`config.mk`:
```
export PLATFORM = sky130hd
export DESIGN_NAME = symtab_lookup_stage
export DESIGN_NICKNAME = d
export VERILOG_FILES = /design/src/rtl/symtab_lookup_stage.sv
export SDC_FILE = /design/constraint.sdc
export NUM_CORES = 1
export LEC_CHECK = 0
export CAP_MARGIN = 20
export CORE_AREA = 3 3 197 199
export CTS_CLUSTER_SIZE = 24
export DETAILED_ROUTE_END_ITERATION = 12
export DIE_AREA = 0 0 200 202
export SYNTH_ARGS = -nofsm -noshare
export SYNTH_HDL_FRONTEND = slang
export SYNTH_SLANG_ARGS = --single-unit
```
`constraint.sdc`:
```
create_clock -name clk -period 5.2 [get_ports clk]
set_input_delay 0.52 -clock clk [delete_from_list [all_inputs] [get_ports clk]]
set_output_delay 0.52 -clock clk [all_outputs]
set_load 0.02 [all_outputs]
```
`src/rtl/symtab_lookup_stage.sv`:
```
// Sequencer between the ITCH parser and symtab_cam: one lookup per message, timeout guard, saturating counters.
// Optional build macro SYMTAB_MISS_DROP_EN: misses and timeouts are counted but not emitted downstream.
module symtab_lookup_stage #(
  parameter int KEY_WIDTH      = 64,
  parameter int IDX_WIDTH      = 10,
  parameter int META_WIDTH     = 128,
  parameter int TIMEOUT_CYCLES = 16
) (
  input  logic                  clk,
  input  logic                  rst,
  input  logic                  in_valid,
  output logic                  in_ready,
  input  logic [KEY_WIDTH-1:0]  in_key,
  input  logic [META_WIDTH-1:0] in_meta,
  output logic [KEY_WIDTH-1:0]  cam_lookup_key,
  output logic                  cam_lookup_valid,
  input  logic [IDX_WIDTH-1:0]  cam_lookup_idx,
  input  logic                  cam_lookup_hit,
  input  logic                  cam_lookup_ready,
  output logic                  out_valid,
  input  logic                  out_ready,
  output logic [IDX_WIDTH-1:0]  out_idx,
  output logic                  out_hit,
  output logic [META_WIDTH-1:0] out_meta,
  output logic [31:0]           cnt_hit,
  output logic [31:0]           cnt_miss,
  output logic [31:0]           cnt_timeout
);

  typedef enum logic [1:0] {S_IDLE, S_REQ, S_WAIT, S_OUT} state_t;

  localparam logic [7:0] TMO_LAST = 8'(TIMEOUT_CYCLES - 1);

`ifdef SYMTAB_MISS_DROP_EN
  localparam state_t MISS_NEXT = S_IDLE;
`else
  localparam state_t MISS_NEXT = S_OUT;
`endif

  state_t                r_state;
  logic [KEY_WIDTH-1:0]  r_key;
  logic [META_WIDTH-1:0] r_meta;
  logic [IDX_WIDTH-1:0]  r_idx;
  logic                  r_hit;
  logic [7:0]            r_tmo_cnt;
  logic [31:0]           r_cnt_hit;
  logic [31:0]           r_cnt_miss;
  logic [31:0]           r_cnt_timeout;

  // Handshake outputs decode directly from the registered state.
  assign in_ready         = (r_state == S_IDLE);
  assign cam_lookup_valid = (r_state == S_REQ);
  assign out_valid        = (r_state == S_OUT);
  assign cam_lookup_key   = r_key;
  assign out_meta         = r_meta;
  assign out_idx          = r_idx;
  assign out_hit          = r_hit;
  assign cnt_hit          = r_cnt_hit;
  assign cnt_miss         = r_cnt_miss;
  assign cnt_timeout      = r_cnt_timeout;

  always_ff @(posedge clk) begin
    if (rst) begin
      r_state       <= S_IDLE;
      r_key         <= '0;
      r_meta        <= '0;
      r_idx         <= '0;
      r_hit         <= 1'b0;
      r_tmo_cnt     <= '0;
      r_cnt_hit     <= '0;
      r_cnt_miss    <= '0;
      r_cnt_timeout <= '0;
    end else begin
      case (r_state)
        S_IDLE: begin
          if (in_valid) begin
            r_key   <= in_key;
            r_meta  <= in_meta;
            r_state <= S_REQ;
          end
        end
        S_REQ: begin
          r_tmo_cnt <= '0;
          r_state   <= S_WAIT;
        end
        S_WAIT: begin
          // A strobe in the timeout cycle wins over the timeout.
          if (cam_lookup_ready) begin
            if (cam_lookup_hit) begin
              r_idx   <= cam_lookup_idx;
              r_hit   <= 1'b1;
              r_state <= S_OUT;
              if (r_cnt_hit != 32'hFFFF_FFFF) r_cnt_hit <= r_cnt_hit + 32'd1;
            end else begin
              r_idx   <= '0;
              r_hit   <= 1'b0;
              r_state <= MISS_NEXT;
              if (r_cnt_miss != 32'hFFFF_FFFF) r_cnt_miss <= r_cnt_miss + 32'd1;
            end
          end else if (r_tmo_cnt == TMO_LAST) begin
            r_idx   <= '0;
            r_hit   <= 1'b0;
            r_state <= MISS_NEXT;
            if (r_cnt_timeout != 32'hFFFF_FFFF) r_cnt_timeout <= r_cnt_timeout + 32'd1;
          end else begin
            r_tmo_cnt <= r_tmo_cnt + 8'd1;
          end
        end
        S_OUT: begin
          if (out_ready) r_state <= S_IDLE;
        end
        default: r_state <= S_IDLE;
      endcase
    end
  end

endmodule

```
Word level (Yosys, flattened, before mapping)
Index checks and enable logic that the tools add are counted.
{ "word_totals": {"elab_cells": 51, "reg_bits": 309, "inputBits": 208} }
{ "op_classes": {"reduce_logical": 10, "addsub": 4, "mux": 14, "n_bitwise": 2, "eq_ne": 12} }
{ "op_table": {"columns": ["operator", "n"], "rows": [
  ["$add A32 B1 Y32 const B", 3],
  ["$ne A32 B32 Y1 const B", 3],
  ["$mux W10", 3],
  ["$mux W8", 2],
  ["$pmux W8 S2", 1],
  ["$reduce_and A4 Y1", 3],
  ["$add A8 B1 Y8 const B", 1],
  ["$eq A8 B4 Y1 const B", 1],
  ["$mux W2", 4],
  ["$pmux W2 S4", 1],
  ["$ne A2 B2 Y1 const B", 3],
  ["$reduce_and A3 Y1", 2],
  ["$eq A2 B2 Y1 const B", 2],
  ["$reduce_and A2 Y1", 2],
  ["$reduce_bool A2 Y1", 2],
  ["$mux W1", 3],
  ["$ne A3 B3 Y1 const B", 1],
  ["$eq A2 B1 Y1 const B", 1],
  ["$logic_not A2 Y1", 1],
  ["$ne A2 B1 Y1 const B", 1],
  ["$not A1 Y1", 2]
]} }

Logic depth before layout (Yosys ltp)
{ "logic_depth": {"ltp_word": 4, "depth_mapped": 9} }

Least setup slack after synthesis
OpenSTA, ideal clock, no wires.
{ "synth_path": {"path_type": "reg2reg", "start": "register r_cnt_hit[0] (netlist: cnt_hit[0])", "end": "register r_cnt_hit[24] (netlist: cnt_hit[24])", "path_slack_ns": 2.649, "path_stages_with_launch": 9, "setup_time_ns": 0.070, "arrival_ns": 2.481, "path_cell_list": "dfxtp_1 > ha_1 > nand3_1 > or3_1 > clkbuf_1 > or4b_1 > clkbuf_1 > or3_1 > a21oi_1"} }
{ "synth_via": {"elab_chain_len": 2, "word_cells_on_any_way": 3, "cone_classes": "add/sub: 1; eq/ne: 1; reduce/logical: 1"} }
{ "synth_rtl": {"columns": ["item", "line_no", "rtl"], "rows": [
  ["start: declaration", "46", "logic [31:0] r_cnt_hit;"],
  ["start signal: assignment", "93", "if (r_cnt_hit != 32'hFFFF_FFFF) r_cnt_hit <= r_cnt_hit + 32'd1;"],
  ["parallel branches: the longest is 2 deep, another holds $add A32 B1 Y32", null, null]
]} }
Several ways; the timed one is not identified.
A chain may end at the register's enable or synchronous reset.

Final worst setup path
{ "layout_path": {"start": "register r_cnt_hit[0] (netlist: cnt_hit[0])", "end": "register r_cnt_hit[30] (netlist: cnt_hit[30])"} }
The elaborated chain is that of the path after synthesis.

==> metrics.yaml <==
outcome:
  status: "completed"
synth:
  yosysTopAreaCell: "dfxtp_1"
  synth_fa_ha_area_share_pct: 0.921
  syn_nets: 1748
  synth_top_family_by_area: "simple AND/OR/NAND/NOR gates"
  synth_area_leaders: "dfxtp_1 51%, nand2_1 13%, a21oi_1 10%"
  ys_types: 53
  yosysSeqAreaShare_pct: 50.6
  ys_ff_latch: 309
  synth_enable_flop_cells: 0
  synth_flop_cell: "dfxtp_1"
  syn_area_per_cell_um2: 7.99
  yosysTopAreaCellShare_pct: 50.6
  synthSimpleGateAreaFrac_pct: 25.7
  synth_mux_area_share_pct: 1.34
  ys.warnings.count: 0
  syn-cell-area_um2: 12200
  syn_inst: 1531
  synth-compound-area-share_pct: 16.7
  synth_xor_area_share_pct: 1.15
  async_reset_ff_share_pct: 0
cts:
  cts.sinks: 309
  cts_root_buf: "clkbuf_16"
  cts_tree: "done"
  numCtsBuffers: 36
  clockBufferDepth: 3
  clkSlewWorstSetupHoldPaths_ns: 0.06
  clk-insertion-delay-late_ns: 0.53
  post_cts_resize_count: 0
  ctsHoldBuffers: 0
  cts_max_level: 2
  cts_setup_buffers: 0
setup_path:
  crit_end: "cnt_hit[30]$_SDFFE_PP0P_"
  rrSetupSlack_ns: 2.16
  end_kind: "register"
  r2r_end: "cnt_hit[30]$_SDFFE_PP0P_"
  cp_max_fo: 13
  worstReg2RegStart: "cnt_hit[0]$_SDFFE_PP0P_"
  crit_arrival_ns: 3.49
  startpoint_type: "register"
  required_ns: 5.65
  setup.worst_path.class: "register to register"
  startpoint: "cnt_hit[0]$_SDFFE_PP0P_"
  r2r_cells: 6
routing:
  wl_per_cell_um: 17.7
  drtIter0Drc: 500
  drc: 0
  routed_via_density: 4.91
  vias: 12400
  dr.pass1.iters: 5
  antenna_left: 0
  wl_um: 44700
finish:
  drive_gt1_share_pct: 4.37
  postLayoutCellArea_um2: 18900
  fillers: 3638
  final_cell_mix: "508 x clkdlybuf4s50_1, 428 x nand2_1, 309 x dfxtp_1"
  fin_nets: 2209
  final_common_cell: "clkdlybuf4s50_1"
  synthToLayoutAreaGrowth_pct: 54.3
  fin_cells: 2526
power:
  p_leak_nw: 6.43
  clkPwrFrac_pct: 34.6
  peakVddDrop_v: 0.000285
  p_per_area_nw_per_um2: 374
  switching_share_pct: 31.0
  power.internal_mw: 4.87
  power.switching_mw: 2.19
  p_comb_share_pct: 26.4
  power.share.sequential_pct: 39.0
  total_power_mw: 7.06
timing:
  fin_setup_tns_ns: 0
  setup_viol: 0
  fin_crit_ns: 3.04
  relSlewSlack_pct: 31.3
  tightestPinTransition_ns: 1.02
  finalHoldViolations: 0
  rsz0062_at_grt: "no"
  fin_hold_ws_ns: 0.451
  fmax_mhz: 329
  finClkSkew_ns: 0.0168
  slew_viol_final: 0
  fin_crit_sh_pct: 58.4
floorplanning:
  die_h_um: 202
  rows: 71
  die_w_um: 200
  io_pins: 510
  dieArea_um2: 40400
  initial_utilization_pct: 32.7
  core_um2: 37400
placed_design:
  gp_congestion: 0.876
  dp_hpwl_um: 32400
  dp.cells: 2465
  placed_cell_area_um2: 17700
  io_buffers: 509
hold_path:
  hp-class: "register to register"
job:
  maxCapViolations: 0
global_route:
  gr-total-overflow: 0
  antenna_found_initial: 1
  track_usage_pct: 20.7
  grt_first_pass_wirelength_um: 66200
  grt_max_degree: 148
  grt_pass1_vias: 11300
==> per-layer routing <==
layer  vias to the layer above  global-route usage (%)  part of all wire [%]
met4                         0                    7.90                   3.5
met3                        73                    7.03                   8.7
met1                      5761                    24.2                    40
li1                       6212                       -                     -
met2                       365                    34.8                    48
met5                         -                       0                     0
==> power groups by stage <==
stage | logic [mW] | registers (mW) | clock network (mW)
final | 1.87 | 2.75 | 2.44
after global routing | 2.01 | 2.78 | 2.62
after CTS | 1.89 | 2.75 | 2.53
after detailed placement | 1.88 | 2.80 | 0
after global placement | 1.87 | 2.79 | 0
after floorplan | 0.670 | 3.10 | 0
==> state kept, by name (all words and copies together), names as in the netlist <==
signal,flops
cam_lookup_key,64
cnt_hit,32
cnt_miss,32
cnt_timeout,32
out_hit,1
out_idx,10
out_meta,128
r_state,2
r_tmo_cnt,8
==> cells by family after synthesis <==
family                   Yosys count
buffers and inverters            116
flip-flops                       309
adder cells (fa/ha/maj)            9
AND/OR/NAND/NOR                  699
AO/OA/AOI/OAI                    367
multiplexers                      15
XOR/XNOR                          16
==> cell type report <==
cell class                      count  area [um2]  share of cell area (%)
Antenna cell                        1        2.50                  0.0133
Clock buffer                       56        1080                    5.71
Clock inverter                      4        45.0                   0.239
Inverter                           18        67.6                   0.358
Multi-Input combinational cell   1106        5630                    29.9
Sequential cell                   309        6190                    32.8
Tap cell                          511         639                    3.39
Timing Repair Buffer              521        5220                    27.7
==> worst min-delay path by stage <==
stage / from / endpoint / slack [ns] / depth (start not counted)
finish: out_meta[85]$_SDFFE_PP0P_ / out_meta[85]$_SDFFE_PP0P_ / 0.45 / 2
global route: out_meta[114]$_SDFFE_PP0P_ / out_meta[114]$_SDFFE_PP0P_ / 0.47 / 2
detailed placement: cam_lookup_key[61]$_SDFFE_PP0P_ / cam_lookup_key[61]$_SDFFE_PP0P_ / 0.45 / 2
floorplan: r_tmo_cnt[7]$_SDFFE_PP0P_ / r_tmo_cnt[7]$_SDFFE_PP0P_ / 0.46 / 1
CTS: cam_lookup_key[61]$_SDFFE_PP0P_ / cam_lookup_key[61]$_SDFFE_PP0P_ / 0.45 / 2
global placement: cam_lookup_key[47]$_SDFFE_PP0P_ / cam_lookup_key[47]$_SDFFE_PP0P_ / 0.44 / 2
==> cells in the mapped netlist, types with 3 or more instances <==
cell,number
a311oi_1,6
o21ai_0,44
nand4_1,26
xor2_1,8
nand3_1,38
nor2b_1,12
nor4_1,13
xnor2_1,8
dfxtp_1,309
o31ai_1,23
or4_1,27
or2_2,4
mux2_2,11
nor2_1,68
and3_1,8
or3_1,46
o211ai_1,3
a21oi_1,255
clkbuf_1,81
buf_2,5
a22oi_1,10
ha_1,9
nor3_1,10
mux2i_1,4
o31a_1,3
inv_1,18
o311ai_0,4
buf_1,12
and4_1,4
nand2_1,429
o21ba_2,5
==> critical path: stages, from the launching register on <==
cell and delay (ns):
dfxtp_1 0.45, ha_1 0.24, nand3_1 0.35, or3_1 0.57, or4b_1 0.69, or4_1 0.52, a21oi_1 0.14
==> per-stage QoR <==
stage               setup slack, ns  util [%]
floorplan                      2.65         -
global placement               2.24      47.4
detailed placement             2.17      47.5
CTS                            2.20      50.5
global route                   1.92      50.5
finish                         2.16      50.5
Note: power is estimated with default switching activity, not from simulation.
